==> src/rtl/mem_pkg.sv <==
// Purpose: shared encodings for the MEM stage (load-size codes, FSM states).
// Latency: n/a (types and constants only).
// Backpressure: n/a.
package mem_pkg;

  // Load-size encoding carried on i_ReadMem from the EX/MEM latch
  localparam logic [1:0] RD_NONE = 2'b00;
  localparam logic [1:0] RD_WORD = 2'b01;
  localparam logic [1:0] RD_BYTE = 2'b10;
  localparam logic [1:0] RD_NIB  = 2'b11;

  // Transaction FSM: waiting for an op, or holding a request on the RAM port
  typedef enum logic {
    IDLE = 1'b0,
    BUSY = 1'b1
  } memState_t;

endpackage

==> src/rtl/mem_load_align.sv <==
// Purpose: picks the word, byte or nibble lane out of RAM read data and zero-extends it.
// Latency: combinational, zero cycles.
// Backpressure: none; pure function of its inputs.
module mem_load_align
  import mem_pkg::*;
#(
  parameter int DATA_W = 16
) (
  input  logic [DATA_W-1:0] rdata,
  input  logic [1:0]        op,
  input  logic [1:0]        quarter,
  output logic [DATA_W-1:0] aligned
);

  // Lane select: bytes use only quarter[0], nibbles use the full quarter index
  always_comb begin
    aligned = '0;
    case (op)
      RD_WORD: aligned = rdata;
      RD_BYTE: aligned[7:0] = quarter[0] ? rdata[15:8] : rdata[7:0];
      RD_NIB: begin
        case (quarter)
          2'd0:    aligned[3:0] = rdata[3:0];
          2'd1:    aligned[3:0] = rdata[7:4];
          2'd2:    aligned[3:0] = rdata[11:8];
          default: aligned[3:0] = rdata[15:12];
        endcase
      end
      default: aligned = '0;
    endcase
  end

endmodule

==> src/rtl/mem_access_stage.sv <==
// Purpose: MEM pipeline stage running one req/ack data-RAM transaction per load/store op.
// Latency: op seen in cycle 0, mem_req from cycle 1, load result registered the cycle after mem_ack.
// Backpressure: o_stall holds upstream while an op is being captured or awaits ack; timeout faults out.
module mem_access_stage
  import mem_pkg::*;
#(
  parameter int ADDR_W  = 16,
  parameter int DATA_W  = 16,
  parameter int TIMEOUT = 15
) (
  input  logic              clk,
  input  logic              rst_n,
  input  logic [ADDR_W-1:0] i_DataAddress,
  input  logic [1:0]        i_ReadMem,
  input  logic              i_WriteMem,
  input  logic [1:0]        i_quarter,
  input  logic [DATA_W-1:0] i_StoreData,
  output logic              mem_req,
  output logic              mem_we,
  output logic [ADDR_W-1:0] mem_addr,
  output logic [DATA_W-1:0] mem_wdata,
  input  logic [DATA_W-1:0] mem_rdata,
  input  logic              mem_ack,
  output logic [DATA_W-1:0] o_LoadData,
  output logic              o_LoadValid,
  output logic              o_MemFault,
  output logic              o_stall
);

  localparam int CNT_W = (TIMEOUT > 1) ? $clog2(TIMEOUT) : 1;
  localparam logic [CNT_W-1:0] CNT_LAST = CNT_W'(TIMEOUT - 1);

  memState_t         state;
  logic [1:0]        opReg;
  logic [1:0]        quarterReg;
  logic [CNT_W-1:0]  waitCount;
  logic [DATA_W-1:0] alignedData;
  logic              opPresent;
  logic              illegalOp;

  assign opPresent = (i_ReadMem != RD_NONE) || i_WriteMem;
  assign illegalOp = (i_ReadMem != RD_NONE) && i_WriteMem;

  // Stall drops in the ack cycle so upstream advances on the completing edge
  assign o_stall = ((state == IDLE) && opPresent && !illegalOp) ||
                   ((state == BUSY) && !mem_ack);

  mem_load_align #(.DATA_W(DATA_W)) uAlign (
    .rdata   (mem_rdata),
    .op      (opReg),
    .quarter (quarterReg),
    .aligned (alignedData)
  );

  // Transaction FSM: capture op, hold request until ack or timeout, register the result
  always_ff @(posedge clk) begin
    if (!rst_n) begin
      state       <= IDLE;
      mem_req     <= 1'b0;
      mem_we      <= 1'b0;
      mem_addr    <= '0;
      mem_wdata   <= '0;
      o_LoadData  <= '0;
      o_LoadValid <= 1'b0;
      o_MemFault  <= 1'b0;
      opReg       <= RD_NONE;
      quarterReg  <= 2'd0;
      waitCount   <= '0;
    end else begin
      o_LoadValid <= 1'b0;
      o_MemFault  <= 1'b0;
      case (state)
        IDLE: begin
          if (illegalOp) begin
            o_MemFault <= 1'b1;
          end else if (opPresent) begin
            mem_addr   <= i_DataAddress;
            mem_wdata  <= i_StoreData;
            opReg      <= i_ReadMem;
            quarterReg <= i_quarter;
            mem_req    <= 1'b1;
            mem_we     <= i_WriteMem;
            waitCount  <= '0;
            state      <= BUSY;
          end
        end
        BUSY: begin
          if (mem_ack) begin
            mem_req <= 1'b0;
            mem_we  <= 1'b0;
            state   <= IDLE;
            if (opReg != RD_NONE) begin
              o_LoadData  <= alignedData;
              o_LoadValid <= 1'b1;
            end
          end else if (waitCount == CNT_LAST) begin
            mem_req    <= 1'b0;
            mem_we     <= 1'b0;
            o_MemFault <= 1'b1;
            o_LoadData <= '0;
            state      <= IDLE;
          end else begin
            waitCount <= waitCount + CNT_W'(1);
          end
        end
        default: state <= IDLE;
      endcase
    end
  end

endmodule

==> config.mk <==
export PLATFORM = sky130hd
export DESIGN_NAME = mem_access_stage
export DESIGN_NICKNAME = d
export VERILOG_FILES = /design/src/rtl/mem_pkg.sv /design/src/rtl/mem_load_align.sv /design/src/rtl/mem_access_stage.sv
export SDC_FILE = /design/constraint.sdc
export NUM_CORES = 1
export LEC_CHECK = 0
export ABC_AREA = 1
export BUFFER_PORTS_ARGS = -buffer_cell sky130_fd_sc_hd__buf_2
export CELL_PAD_IN_SITES_DETAIL_PLACEMENT = 1
export CELL_PAD_IN_SITES_GLOBAL_PLACEMENT = 1
export CORE_MARGIN = 2
export CORE_UTILIZATION = 35
export DETAILED_ROUTE_END_ITERATION = 8
export PLACE_DENSITY = 0.79
export SLEW_MARGIN = 0
export SYNTH_ARGS = -nofsm -noshare
export SYNTH_HDL_FRONTEND = slang
export SYNTH_SLANG_ARGS = --single-unit
export TNS_END_PERCENT = 50
==> constraint.sdc <==
create_clock -name clk -period 4.9 [get_ports clk]
set_input_delay 1.47 -clock clk [delete_from_list [all_inputs] [get_ports clk]]
set_output_delay 1.47 -clock clk [all_outputs]
set_load 0.02 [all_outputs]
After elaboration in Yosys (flattened, before gate mapping) --
Cells that the tools add are included.
Storage, ports and cells: output and inout port bits 53, register bits 61, logic and storage cells 74
Cells by class: reductions and logical operators 17, mux-type cells 31, add/subtract/negate cells 1, bitwise gates (word level) 2, equal/unequal tests 12
Operator list (number):
- $mux 16 | 3
- $pmux 4 s3 | 2
- $mux 4 | 4
- $mux 8 | 2
- $pmux 4 s2 | 2
- $mux 1 | 14
- $reduce_and 3->1 | 4
- $ne 2x2->1 const B | 4
- $pmux 1 s2 | 4
- $eq 2x2->1 const B | 3
- $reduce_bool 2->1 | 3
- $add 4x1->4 const B | 1
- $eq 2x1->1 const B | 2
- $eq 4x4->1 const B | 1
- $logic_and 1x1->1 | 4
- $reduce_and 4->1 | 1
- $ne 3x2->1 const B | 1
- $logic_not 1->1 | 2
- $logic_not 2->1 | 1
- $logic_or 1x1->1 | 2
- $ne 2x1->1 const B | 1
- $not 1->1 | 2

Longest topological paths before layout --
word-level depth 5, depth in mapped cells 9, gate-level depth less buffers 9

By module --
A second synthesis with hierarchy kept.
Unflattened totals: cells, all modules 452, area total of the unflattened synthesis 3015.4 µm²
Modules (own cells, without submodules):
- mem_access_stage | cells an instance 350, instances 1, seq. area each 1221.2 µm², area an instance 2538.7 µm²
- mem_load_align | cells an instance 102, instances 1, seq. area each 0.0 µm², area an instance 476.7 µm²

Least setup slack after synthesis --
OpenSTA, ideal clock, no wires.
path type input-to-output, start point in i_ReadMem[0], end point out o_stall, stages on the path 6, arrival 2.215 ns, buffers on the path 0, data required time 3.430 ns, slack 1.215 ns, cells stage by stage nor2_1 > inv_1 > ha_1 > nor2_1 > nand2_1 > nand2_1
Between the ends: longest elaborated chain between the ends 5
Ends and longest elaborated chain:
- from (decl) | line mem_access_stage.sv:14 | input logic [1:0] i_ReadMem,
- $reduce_bool 2->1 * | line mem_access_stage.sv:41, mem_access_stage.sv:42
- $logic_or 1x1->1 / $logic_and 1x1->1 (equally long branches) | line mem_access_stage.sv:41, mem_access_stage.sv:42
- $logic_and 1x1->1 / $logic_not 1->1 (equally long branches) | line mem_access_stage.sv:45 | assign o_stall = ((state == IDLE) && opPresent && !illegalOp) ||
- $logic_and 1x1->1 * | line mem_access_stage.sv:45
- $logic_or 1x1->1 * | line mem_access_stage.sv:45
- to (decl) | line mem_access_stage.sv:27 | output logic o_stall
Every way passes the cells marked *; elsewhere a longest branch is shown, timed or not.

Final worst setup path --
Ends and elaborated chain as after synthesis.

==> metrics.md <==
| Metric | Value |
|---|---|
| Status | `finished clean` |
| Syn nets | `409` |
| Initial antenna violation count | `1` |
| Post-synthesis adder-cell area fraction | `under 10%` |
| HPWL after detailed placement | `around 5700 um` |
| Most frequent cells in the layout | `buf_2, nor2_1, dfxtp_1` |
| Die area | `0.00816 sq mm` |
| Hold Vio Cnt, Final | `0` |
| CP delay by family, top | `simple AND/OR/NAND/NOR gates` |
| Clk_skew | `about 0.0080 ns` |
| Peak VDD IR | `~0.00023 V` |
| Root buffer cell | `clkbuf_8` |
| RSZ-0062 raised after global routing | `false` |
| Layout cell share with drive strength beyond 1 | `between 20% and 30%` |
| Largest family of logic cells by synthesized area | `simple AND/OR/NAND/NOR gates` |
| CTS sink cnt | `61` |
| Ratio of total power to cell area | `396 mW/mm^2` |
| Die X | `between 90 and 100 um` |
| Worst Tran Pin Value | `slightly below 1 ns` |
| Fin nets | `between 500 and 600` |
| Nature of the critical path endpoint | `primary output` |
| CP Launch Type | `input pin` |
| Lkg Pwr | `approximately 1.7 nW` |
| Fmax | `~250 MHz` |
| Post-CTS sizing | `0` |
| CP max-delay cell | `ha_1` |
| CTS tree | `yes` |
| Critical Path RT | `between 3 and 4 ns` |
| FF+latch count, synth | `slightly above 60` |
| Setup total negative slack | `0 ns` |
| Non-Filler Instances | `553` |
| Routability cong. | `roughly 0.84` |
| TritonCTS Buffers | `9` |
| Overall Global Routing Usage | `roughly a fifth` |
| Worst Path Class, Setup | `in2out` |
| Synth Area in XOR/XNOR | `0%` |
| Tmin final | `4.02 ns` |
| Type of the worst min-delay path | `reg2reg` |
| Reg clk slew, reported paths | `0.07 ns` |
| Inst Count DP | `around 540` |
| CTS Buffer Depth | `2` |
| Worst Path Arrival | `~2.6 ns` |
| Vias in the first global route | `~2,800` |
| Relative slew margins | `a little over a third` |
| Final setup viols | `0` |
| Boundary pin count | `109` |
| Pre-antenna DRT Iters | `4` |
| Routed WL per cell | `approximately 14 um` |
| Largest net degree at the start of global routing | `43` |
| Mapped Area | `around 0.0026 sq mm` |
| ANT nets after route | `0` |
| Detailed-route via count | `2,658` |
| Die height | `approximately 90 um` |
| Mean post-synth cell area | `7.56 sq um` |
| GRT overflow | `0` |
| Crit share post-route | `82.0%` |
| Maxcap violations | `0` |
| Buffers on Ports | `between 100 and 150` |
| DRC | `0` |
| CTS H-Tree Depth | `3` |
| # rows | `31` |
| CTS Hold Bufs | `0` |
| Routed Wire Length | `7790 um` |
| Synth-to-Final Area Change | `31.2%` |
| Crit path max fanout | `5` |
| Post-synthesis sequential area ratio | `a little under half` |
| Crit-path max cell delay | `roughly 0.19 ns` |
| Core ar. | `around 0.0073 sq mm` |
| Initial Util | `roughly 36%` |
| Post-CTS Setup Repair Bufs | `0` |
| Global-route wire length before repair | `about 13,000 um` |
| FILL cells | `between 900 and 1,000` |
| Worst path bufs/invs | `3` |
| Synth Area in Simple Gates | `between 20% and 30%` |
| Worst-Skew Late Latency | `around 0.34 ns` |
| Vias per Instance | `4.81` |
| Syn Inst Count | `approximately 350` |
| Slew Viols, Final | `0` |
| Synth warn | `0` |
| Critical-path cell list | `buf_2 > nor2_1 > inv_1 > ha_1 > nor2_1 > nand2_1 > nand2_1 > buf_2` |
| Commonest non-fill, non-tap cell in the layout | `buf_2` |
| DRT iter0 DRCs | `slightly below 50` |
| Synth unique cells | `22` |
| Mux contribution to synthesized area | `0%` |
| Fin util | `47.2%` |
| Compound-Gate Fraction of Synth Area | `between 10% and 20%` |
-- metrics by stage --
stage                     total power, W  setup WS, ns  instance area, sq um  hold slack, ns
final                            0.00136         0.884                  3420           0.464
after detailed placement        0.000817         0.898                  3170           0.458
after global routing             0.00143         0.775                  3420           0.492
after global placement          0.000808         0.932                  3170           0.448
after CTS                        0.00138         0.871                  3420           0.468
after floorplan                 0.000732          1.21                  2610           0.431
-- final timing paths --
kind,start,to,slack [ns],depth (start not counted)
worst max-delay path,i_ReadMem[0],o_stall,0.88,8
worst min register to register,mem_we,mem_we,0.46,2
worst min-delay path,mem_we,mem_we,0.46,2
worst max register to register,state,mem_wdata[8],3.01,5
-- power breakdown --
| part | internal [W] | switching, W | total, W |
|---|---|---|---|
| sequential | 0.000534 | 0.0000229 | 0.000557 |
| combinational | 0.0000819 | 0.000166 | 0.000247 |
| clock | 0.000351 | 0.000201 | 0.000552 |
| total | 0.000967 | 0.000389 | 0.00136 |
-- layout make-up --
| type | count | area, sq um | share of cell area, % |
|---|---|---|---|
| clock inverter | 6 | 110 | 3.22 |
| tap | 99 | 124 | 3.62 |
| inverter | 21 | 78.8 | 2.30 |
| multi-input combinational | 246 | 1200 | 35.1 |
| clock buffer | 10 | 138 | 4.02 |
| timing repair buffer | 109 | 548 | 16.0 |
| antenna | 1 | 2.50 | 0.0731 |
| sequential | 61 | 1220 | 35.7 |
-- layer usage --
metal / part of all wire [%] / GRT usage (%) / wire [um]
met5: 0 / 0 / 0
met1: 41 / 21.5 / 3200
met4: 2.6 / 8.72 / 199
met3: 6.0 / 6.01 / 467
met2: 50 / 34.6 / 3920
-- worst reg2reg max path, stage by stage, from the launching register on --
cell and delay, ns:
dfxtp_1 0.34, inv_2 0.16, nand2_4 0.26, inv_1 0.81
nor2_1 0.13, nor2_1 0.14
-- registers in the layout (all words and copies together), names as in the netlist --
| signal | cells |
|---|---|
| mem_we | 1 |
| state | 1 |
| o_MemFault | 1 |
| opReg | 2 |
| o_LoadValid | 1 |
| quarterReg | 2 |
| waitCount | 4 |
| mem_req | 1 |
| mem_addr | 16 |
| o_LoadData | 16 |
| mem_wdata | 16 |
-- synth_stat cells --
cell type | n | area [sq um]
inv_2 | 2 | 7.51
nor2_4 | 1 | 11.3
buf_6 | 5 | 56.3
nand3_1 | 37 | 185
buf_2 | 5 | 25.0
o21ai_2 | 2 | 17.5
nor3_4 | 1 | 16.3
nand2_4 | 1 | 11.3
or2_1 | 1 | 6.26
o21ai_0 | 45 | 225
dfxtp_1 | 61 | 1220
nor2_1 | 84 | 315
clkbuf_1 | 7 | 26.3
nor2_2 | 1 | 6.26
nor4_4 | 1 | 21.3
a21oi_1 | 16 | 80.1
ha_1 | 8 | 100
nand2_1 | 37 | 139
o21ai_1 | 6 | 30.0
nand2_2 | 1 | 6.26
inv_1 | 19 | 71.3
a22oi_1 | 4 | 30.0
-- cell families (layout without fill, tap and decap cells) --
| group | Yosys count | in the layout |
|---|---|---|
| simple gates | 165 | 165 |
| compound gates | 73 | 73 |
| flops | 61 | 61 |
| buf+inv | 38 | 146 |
| fa+ha+maj | 8 | 8 |
| other cells | 0 | 1 |
No activity file was read; power rests on OpenSTA's default activity.
